[config.mk]
export PLATFORM = sky130hd
export DESIGN_NAME = apb_master_sequencer
export DESIGN_NICKNAME = d
export VERILOG_FILES = /design/src/rtl/apb_master_sequencer_pkg.sv /design/src/rtl/apb_master_sequencer.sv
export SDC_FILE = /design/constraint.sdc
export NUM_CORES = 1
export LEC_CHECK = 0
export CORE_UTILIZATION = 25
export DETAILED_ROUTE_END_ITERATION = 10
export GPL_TIMING_DRIVEN = 0
export PLACE_DENSITY = 0.55
export SLEW_MARGIN = 20
export SYNTH_ARGS = -nofsm -noshare
export SYNTH_HDL_FRONTEND = slang
export SYNTH_SLANG_ARGS = --single-unit
[constraint.sdc]
create_clock -name clk -period 3.1 [get_ports clk]
set_clock_uncertainty 0.1 [all_clocks]
set_input_delay 0.62 -clock clk [delete_from_list [all_inputs] [get_ports clk]]
set_output_delay 0.62 -clock clk [all_outputs]
set_load 0.01 [all_outputs]
[src/rtl/apb_master_sequencer_pkg.sv]
// Shared APB types: request/response bundles, sequencer state, sizing constants.
// Imported by the sequencer and any block that speaks to it.
package apb_master_sequencer_pkg;

  localparam int TIMEOUT_DEFAULT = 255;
  localparam int CNT_W = 8;

  typedef enum logic [1:0] {
    ST_IDLE,
    ST_SETUP,
    ST_ACCESS,
    ST_RESPOND
  } state_t;

  typedef struct packed {
    logic [31:0] paddr;
    logic        penable;
    logic        psel;
    logic        pwrite;
    logic [31:0] pwdata;
  } apb_req_t;

  typedef struct packed {
    logic [31:0] prdata;
    logic        pready;
    logic        perr;
  } apb_rsp_t;

endpackage

[src/rtl/apb_master_sequencer.sv]
// APB master: one command in, one SETUP/ACCESS transfer out, one response back.
// Ports: clk/reset, cmd_* handshake, rsp_* handshake, apb_request__*/apb_response__*.
module apb_master_sequencer
  import apb_master_sequencer_pkg::*;
#(
  parameter int TIMEOUT_CYCLES = TIMEOUT_DEFAULT
) (
  input  logic        clk,
  input  logic        reset,
  input  logic        cmd_valid,
  output logic        cmd_ready,
  input  logic [31:0] cmd_addr,
  input  logic        cmd_write,
  input  logic [31:0] cmd_wdata,
  output logic        rsp_valid,
  input  logic        rsp_ready,
  output logic [31:0] rsp_rdata,
  output logic        rsp_err,
  output logic        rsp_timeout,
  output logic [31:0] apb_request__paddr,
  output logic        apb_request__penable,
  output logic        apb_request__psel,
  output logic        apb_request__pwrite,
  output logic [31:0] apb_request__pwdata,
  input  logic [31:0] apb_response__prdata,
  input  logic        apb_response__pready,
  input  logic        apb_response__perr
);

  localparam logic [CNT_W-1:0] TO_LIM = CNT_W'(TIMEOUT_CYCLES);

  state_t           state;
  state_t           state_n;
  logic [CNT_W-1:0] cnt;
  logic [31:0]      paddr_q;
  logic             pwrite_q;
  logic [31:0]      pwdata_q;
  logic [31:0]      rdata_q;
  logic             err_q;
  logic             to_q;
  apb_req_t         req;
  apb_rsp_t         rsp;

  assign rsp = '{
    prdata: apb_response__prdata,
    pready: apb_response__pready,
    perr:   apb_response__perr
  };

  always_ff @(posedge clk) begin
    if (reset) state <= ST_IDLE;
    else       state <= state_n;
  end

  always_comb begin
    state_n = state;
    unique case (state)
      ST_IDLE:    if (cmd_valid) state_n = ST_SETUP;
      ST_SETUP:   state_n = ST_ACCESS;
      ST_ACCESS:
        if (rsp.pready || cnt == TO_LIM)
          state_n = ST_RESPOND;
      ST_RESPOND: if (rsp_ready) state_n = ST_IDLE;
      default:    state_n = ST_IDLE;
    endcase
  end

  // Strobes decode only the state register, so no input
  // reaches an output without passing a flop.
  always_comb begin
    req         = '0;
    req.paddr   = paddr_q;
    req.pwrite  = pwrite_q;
    req.pwdata  = pwdata_q;
    req.psel    = (state == ST_SETUP) ||
                  (state == ST_ACCESS);
    req.penable = (state == ST_ACCESS);
    cmd_ready   = (state == ST_IDLE);
    rsp_valid   = (state == ST_RESPOND);
  end

  always_ff @(posedge clk) begin
    if (reset) begin
      cnt      <= '0;
      paddr_q  <= '0;
      pwrite_q <= 1'b0;
      pwdata_q <= '0;
      rdata_q  <= '0;
      err_q    <= 1'b0;
      to_q     <= 1'b0;
    end else begin
      unique case (state)
        ST_IDLE: begin
          cnt <= '0;
          if (cmd_valid) begin
            paddr_q  <= cmd_addr;
            pwrite_q <= cmd_write;
            pwdata_q <= cmd_wdata;
          end
        end
        ST_SETUP: cnt <= CNT_W'(1);
        ST_ACCESS: begin
          // pready wins even on the last allowed cycle
          if (rsp.pready) begin
            rdata_q <= pwrite_q ? '0 : rsp.prdata;
            err_q   <= rsp.perr;
            to_q    <= 1'b0;
          end else if (cnt == TO_LIM) begin
            rdata_q <= '0;
            err_q   <= 1'b1;
            to_q    <= 1'b1;
          end else begin
            cnt <= cnt + CNT_W'(1);
          end
        end
        ST_RESPOND: cnt <= '0;
        default:    cnt <= '0;
      endcase
    end
  end

  assign apb_request__paddr   = req.paddr;
  assign apb_request__penable = req.penable;
  assign apb_request__psel    = req.psel;
  assign apb_request__pwrite  = req.pwrite;
  assign apb_request__pwdata  = req.pwdata;
  assign rsp_rdata            = rdata_q;
  assign rsp_err              = err_q;
  assign rsp_timeout          = to_q;

endmodule
==> results.tsv, run 1 <==
metric	value	unit
status	finished, final reports clean	
CP bufs+invs	4	
HPWL Detailed	8830	um
Reg-to-Reg Start	state[0]	
vias in the first global route	3703	
Reg clk slew, reported paths	70	ps
slowest library cell on the worst path	clkdlybuf4s50_1	
# DRC	0	
row count	45	
CP most frequent cell	clkbuf_1	
clk_lat worst skew	350	ps
Seq pwr share	40.7	%
power share of the clock group	28.9	%
Worst Tran Pin Value	628	ps
Hold Crit Class	flop to flop	
area leader, netlist	dfxtp_1	
r2r worst-path depth	7	
kind of critical path	primary input to flop	
Startpoint Class	primary input	
Routability Congestion	0.719	
Synth Cell Area	3860	um^2
count leader, synth	nand2_1	
I/O pins	206	
Worst Path Arrival	2630	ps
final setup fails	0	
Post-DRT Antenna Nets	0	
Vias	3774	
sequential fraction of the synthesis area	56.6	%
H-tree depth	3	
global-route wire length before repair	18500	um
syn avg cell area	8.86	um^2
largest net degree at the start of global routing	20	
total of max-cap violations	0	
FF-to-FF End	apb_request__paddr[25]	
Global Route Usage Sum	14.8	%
Layout Nets	760	
CTS buffer count	9	
die height	126	um
Synth area leaders	dfxtp_1 57%, nand2_1 13%, a21oi_1 9.2%, a22o_1 7.3%, clkbuf_1 2.4%	
Period minus WS final	2520	ps
Die Area	15900	um^2
Total Neg Setup Slack	0	ps
P_sw	1.29	mW
ys async rst share	0	%
crit share post-route	81.1	%
Worst VDD drop	253	uV
ys flop type	dfxtp_1	
Achievable Freq	398	MHz
number of library cell types mapped by synthesis	35	
Sw Ratio	31.0	%
Req. time, crit path	3220	ps
P per Cell Area	644	nW/um^2
worst-path fanout max	10	
Post-synth top cells	135 x nand2_1, 109 x dfxtp_1, 71 x a21oi_1, 32 x a22o_1, 25 x clkbuf_1	
FF-to-FF setup slack	950	ps
Relative slew margins	57.8	%
Resize count post-CTS	0	
Int Power	2.86	mW
TritonRoute pass-1 iters	4	
Worst setup EP type	flop	
number of inserted diodes	0	
YS warnings	0	
final core utilization	42.6	%
Avg Vias per Cell	4.47	
clk sinks	109	
Mapped Cells	435	
syn_nets	544	
total grt overflow	0	
Setup crit start	reset	
drt total wl	11800	um
hold buffer count at cts	0	
initial antenna violation count	0	
routed len/inst	14.0	um
Yosys reg bits	109	
final cell count without fillers	844	
CTS tree	yes	
layout cells sized above 1	3.51	%
clk buf depth	2	
1st-iter DRT viols	135	
Die X	126	um
RSZ-0062 raised after global routing	no	
Yosys top cell area share	56.6	%
count of pins over their slew limit	0	
Comb pwr share	30.4	%
initial core utilization	25.5	%
Fillers	1506	
critical path endpoint	apb_request__paddr[1]	
Area Growth Syn to Fin	67.2	%
Pwr Total	4.15	mW
post-CTS setup buffer count	0	
CP Cell Sequence	clkdlybuf4s50_1 > clkbuf_1 > clkbuf_1 > clkbuf_1 > a21oi_1	
Pleak	2.34	nW
Core Area	15100	um^2
delay of the slowest critical-path stage	540	ps
dpl cells	828	
Critical Path Stages	5	
Crit path max-delay family	buffers and inverters	
# port buffers	205	
number of synthesized flops with an enable pin	0	
final hold viol count	0	
CTS Root Cell	clkbuf_16	
## metrics by stage
stage	setup slack, ps	instance area [um^2]	hold WS [ps]
after global routing	377	6450	371
after global placement	177	6140	342
final	585	6450	356
after CTS	520	6450	358
after floorplan	1220	3860	363
after detailed placement	132	6140	347
## worst register-to-register path, stage by stage (launching register included)
cell      delay [ps]
dfxtp_1          330
inv_1            130
ha_1             250
and2_1           160
clkbuf_1         470
clkbuf_1         400
nand2_1          120
a21oi_1          130
## placed cells by master (no fill, tap or decap), types with 2 or more instances in the layout
cell,n
clkdlybuf4s50_1,205
nand2_1,135
dfxtp_1,109
a21oi_1,71
a22o_1,32
clkbuf_1,25
clkbuf_16,9
nor2_1,6
ha_1,6
inv_1,4
o21ai_0,4
buf_2,3
nor3_1,3
a31oi_1,3
or4_1,3
nand2b_1,3
a211oi_1,3
buf_1,2
buf_6,2
a21o_1,2
nand3_1,2
a32o_1,2
inv_8,2
clkinv_2,2
## metal layers
| metal | part of all wire (%) | up-vias | track usage [%] | routed length, um |
|---|---|---|---|---|
| met5 | 0 | - | 0 | 0 |
| met4 | 2.1 | 0 | 6.95 | 249 |
| met3 | 6.7 | 15 | 4.50 | 787 |
| met2 | 47 | 121 | 24.1 | 5560 |
| met1 | 44 | 1731 | 17.7 | 5220 |
| li1 | - | 1907 | - | - |
## cell type report
type	count	area (um^2)	share of cell area (%)
Clock inverter	7	78.8	1.22
Sequential cell	109	2180	33.8
Timing Repair Buffer	205	2050	31.8
Tap cell	188	235	3.65
Multi-Input combinational cell	290	1520	23.6
Buffer	32	139	2.15
Inverter	4	15.0	0.233
Clock buffer	9	225	3.49
## logic make-up (layout without fill, tap and decap cells)
kind of cell	after synthesis	after routing	share of synthesized area, %
buffers and inverters	36	257	3.99
xor gates and xnor gates	1	1	0.227
AOI/OAI and AO/OA	121	121	19.8
muxes	1	1	0.260
adders and majority gates	6	6	1.95
DFF	109	109	56.6
and+or+nand+nor	161	161	17.2
## flip-flops by register name, summed over array words and instances (netlist names)
signal               flops
rsp_rdata               32
apb_request__pwrite      1
apb_request__pwdata     32
state                    2
rsp_err                  1
rsp_timeout              1
cnt                      8
apb_request__paddr      32
## power groups by stage
stage               logic, mW  clock network [mW]  registers [mW]
floorplan               0.517                   0            1.79
global placement         1.27                   0            1.72
detailed placement       1.28                   0            1.72
CTS                      1.29                1.25            1.69
global route             1.39                1.32            1.71
finish                   1.26                1.20            1.69
## how the worst min path moves through the flow
stage / from / end / slack (ps) / depth (start not counted)
global placement: apb_request__paddr[9] / apb_request__paddr[9] / 340 / 2
floorplan: cnt[1] / cnt[1] / 360 / 2
CTS: apb_request__pwdata[17] / apb_request__pwdata[17] / 360 / 2
finish: apb_request__pwdata[13] / apb_request__pwdata[13] / 360 / 2
global route: apb_request__pwdata[17] / apb_request__pwdata[17] / 370 / 2
detailed placement: apb_request__pwdata[17] / apb_request__pwdata[17] / 350 / 2
(Power assumes the default switching activity.)
==> run 2: changes to the inputs <==
--- a/config.mk
+++ b/config.mk
@@ -8,7 +8,7 @@
 export CORE_UTILIZATION = 25
 export DETAILED_ROUTE_END_ITERATION = 10
 export GPL_TIMING_DRIVEN = 0
-export PLACE_DENSITY = 0.55
+export PLACE_DENSITY = 0.57
 export SLEW_MARGIN = 20
 export SYNTH_ARGS = -nofsm -noshare
 export SYNTH_HDL_FRONTEND = slang
==> constraint.sdc (replaced) <==
create_clock -name clk -period 2.2 [get_ports clk]
set_clock_uncertainty 0.1 [all_clocks]
set_input_delay 0.44 -clock clk [delete_from_list [all_inputs] [get_ports clk]]
set_output_delay 0.44 -clock clk [all_outputs]
set_load 0.01 [all_outputs]
==> run 2 against run 1 <==
Cell count down 0.24%. Routed wire length down 1.3%. Via count up 0.34%. Combinational power up 41%. Setup slack worse by 500 ps. Non-clock buffer count down 2. Power up 41%. Die area unchanged. Highest routed layer unchanged.
==> results.tsv, run 2 (synthesis gave the netlist of run 1 again) <==
metric	value	unit	change
row count	45		unchanged
largest net degree at the start of global routing	20		unchanged
Crit path max-delay family	buffers and inverters		
most frequent cells in the layout	203 x clkdlybuf4s50_1, 135 x nand2_1, 109 x dfxtp_1		
r2r worst-path depth	8		+1
Routability Congestion	0.751		+4.4%
Achievable Freq	472	MHz	
hold_sp	apb_request__pwdata[25]		
total of max-cap violations	0		unchanged
final instance area	6470	um^2	+0.31%
P per Cell Area	907	nW/um^2	+41%
Reg clk slew, reported paths	70	ps	about the same
initial core utilization	25.5	%	unchanged
Worst Tran Pin Value	483	ps	-146 ps
routed len/inst	13.8	um	-1.1%
# DRC	0		unchanged
Hold Crit Class	flop to flop		
commonest non-fill, non-tap cell in the layout	clkdlybuf4s50_1		
Vias	3787		+0.34%
GR Util met2	24.3	%	+0.13 points
clk_lat worst skew	350	ps	about the same
delay of the slowest critical-path stage	570	ps	+30 ps
dpl cells	828		unchanged
layout cells sized above 1	4.28	%	+0.78 points
CP bufs+invs	2		-2
clk sinks	109		unchanged
number of cells on the worst hold path	2		unchanged
Startpoint Class	flop		
Die Area	15900	um^2	unchanged
Die X	126	um	unchanged
Worst setup EP type	output pin		
vias in the first global route	3627		-2.1%
H-tree depth	3		unchanged
TritonRoute pass-1 iters	5		+1
CTS Root Cell	clkbuf_16		
Period minus WS final	2120	ps	
setup ws final	83.3	ps	-502 ps
drt total wl	11700	um	-1.3%
CTS tree	yes		
final cell count without fillers	842		-0.24%
CP Cell Sequence	inv_1 > ha_1 > clkdlybuf4s50_1		
status	finished, final reports clean		
Reg-to-Reg Start	cnt[0]		
Req. time, crit path	1660	ps	-1560 ps
global-route wire length before repair	18400	um	-0.56%
Avg Vias per Cell	4.50		+0.58%
RSZ-0062 raised after global routing	no		
1st-iter DRT viols	100		-26%
Layout Nets	758		-0.26%
hold buffer count at cts	0		unchanged
Global Route Usage Sum	14.7	%	-0.065 points
total grt overflow	0		unchanged
met1 Use GR	17.5	%	-0.21 points
initial antenna violation count	0		unchanged
worst-path fanout max	4		-6
Core Area	15100	um^2	unchanged
slowest library cell on the worst path	clkdlybuf4s50_1		
Critical Path Stages	3		-2
kind of critical path	flop to output pin		
Post-DRT Antenna Nets	0		unchanged
HPWL Detailed	8840	um	+0.16%
Cell Area, Placed	6140	um^2	unchanged
clk buf depth	2		unchanged
routing usage on met3	5.35	%	+0.85 points
Worst VDD drop	533	uV	+110%
Pleak	2.36	nW	+0.75%
Relative slew margins	67.7	%	+9.9 points
final hold viol count	0		unchanged
CTS buffer count	9		unchanged
Area Growth Syn to Fin	67.7	%	
count of pins over their slew limit	0		unchanged
Setup crit start	state[0]		
die height	126	um	unchanged
Worst Path Arrival	1580	ps	-1050 ps
post-CTS setup buffer count	0		unchanged
pre-CTS setup slack	-554	ps	-685 ps
GR peak layer	met2		
# port buffers	205		unchanged
final setup fails	0		unchanged
crit share post-route	96.2	%	
I/O pins	206		unchanged
number of inserted diodes	0		unchanged
run 2: cell count changes in the layout (fill, tap and decap cells not counted), moves of 2 or more:
cell,before,now
clkbuf_1,25,21
clkbuf_2,0,2
clkdlybuf4s50_1,205,203
clkinv_2,2,0
inv_8,2,0
run 2: path summary, 6_finish.rpt:
check | end | slack [ps]
hold reg to reg | apb_request__pwdata[25] | 350
setup / recovery | apb_request__penable | 80
setup reg to reg | rsp_rdata[30] | 160
hold / removal | apb_request__pwdata[25] | 350
run 2: through the flow:
step           TNS (ps)  utilization (%)  hold WS [ps]  power (mW)
2_1_floorplan         0                -           363        3.26
3_3_place_gp     -20730             40.6           341        4.20
3_5_place_dp     -23500             40.6           346        4.23
4_1_cts               0             42.6           357        5.95
5_1_grt               0             42.7           370        6.23
6_report              0             42.7           353        5.87
run 2: layout make-up:
| cell class | count | area (um^2) |
|---|---|---|
| inverters | 4 | 15.0 |
| flip-flops and latches | 109 | 2180 |
| multi-input cells | 290 | 1530 |
| fillers | 1455 | 8680 |
| clock buffers | 10 | 239 |
| repair buffers | 205 | 2050 |
| well taps | 188 | 235 |
| plain buffers | 30 | 134 |
| clock inverters | 6 | 80.1 |
run 2: where the power goes:
part / switching, mW / internal, mW / leakage [nW]
Clock: 0.772 / 0.935 / 0.152
Combinational: 0.890 / 0.886 / 1.32
Sequential: 0.145 / 2.24 / 0.889
run 2: worst min-delay path: cells and delay by family (launching register included):
family,cells,cell delay (ps)
flip-flops,1,310
AND/OR/NAND/NOR,1,50
AO/OA/AOI/OAI,1,50
run 2: routing by layer:
metal | vias to the layer above | wire length [um]
li1 | 1909 | -
met4 | 0 | 203
met1 | 1714 | 5160
met5 | - | 0
met2 | 151 | 5390
met3 | 13 | 901
run 2: what timing repair did:
| item | 4_1_cts | 5_1_grt |
|---|---|---|
| gates resized for setup | 2 | 6 |
| cloned | 0 | 0 |
| pin swaps | 0 | 0 |
| setup endpoints to repair | 50 | 54 |
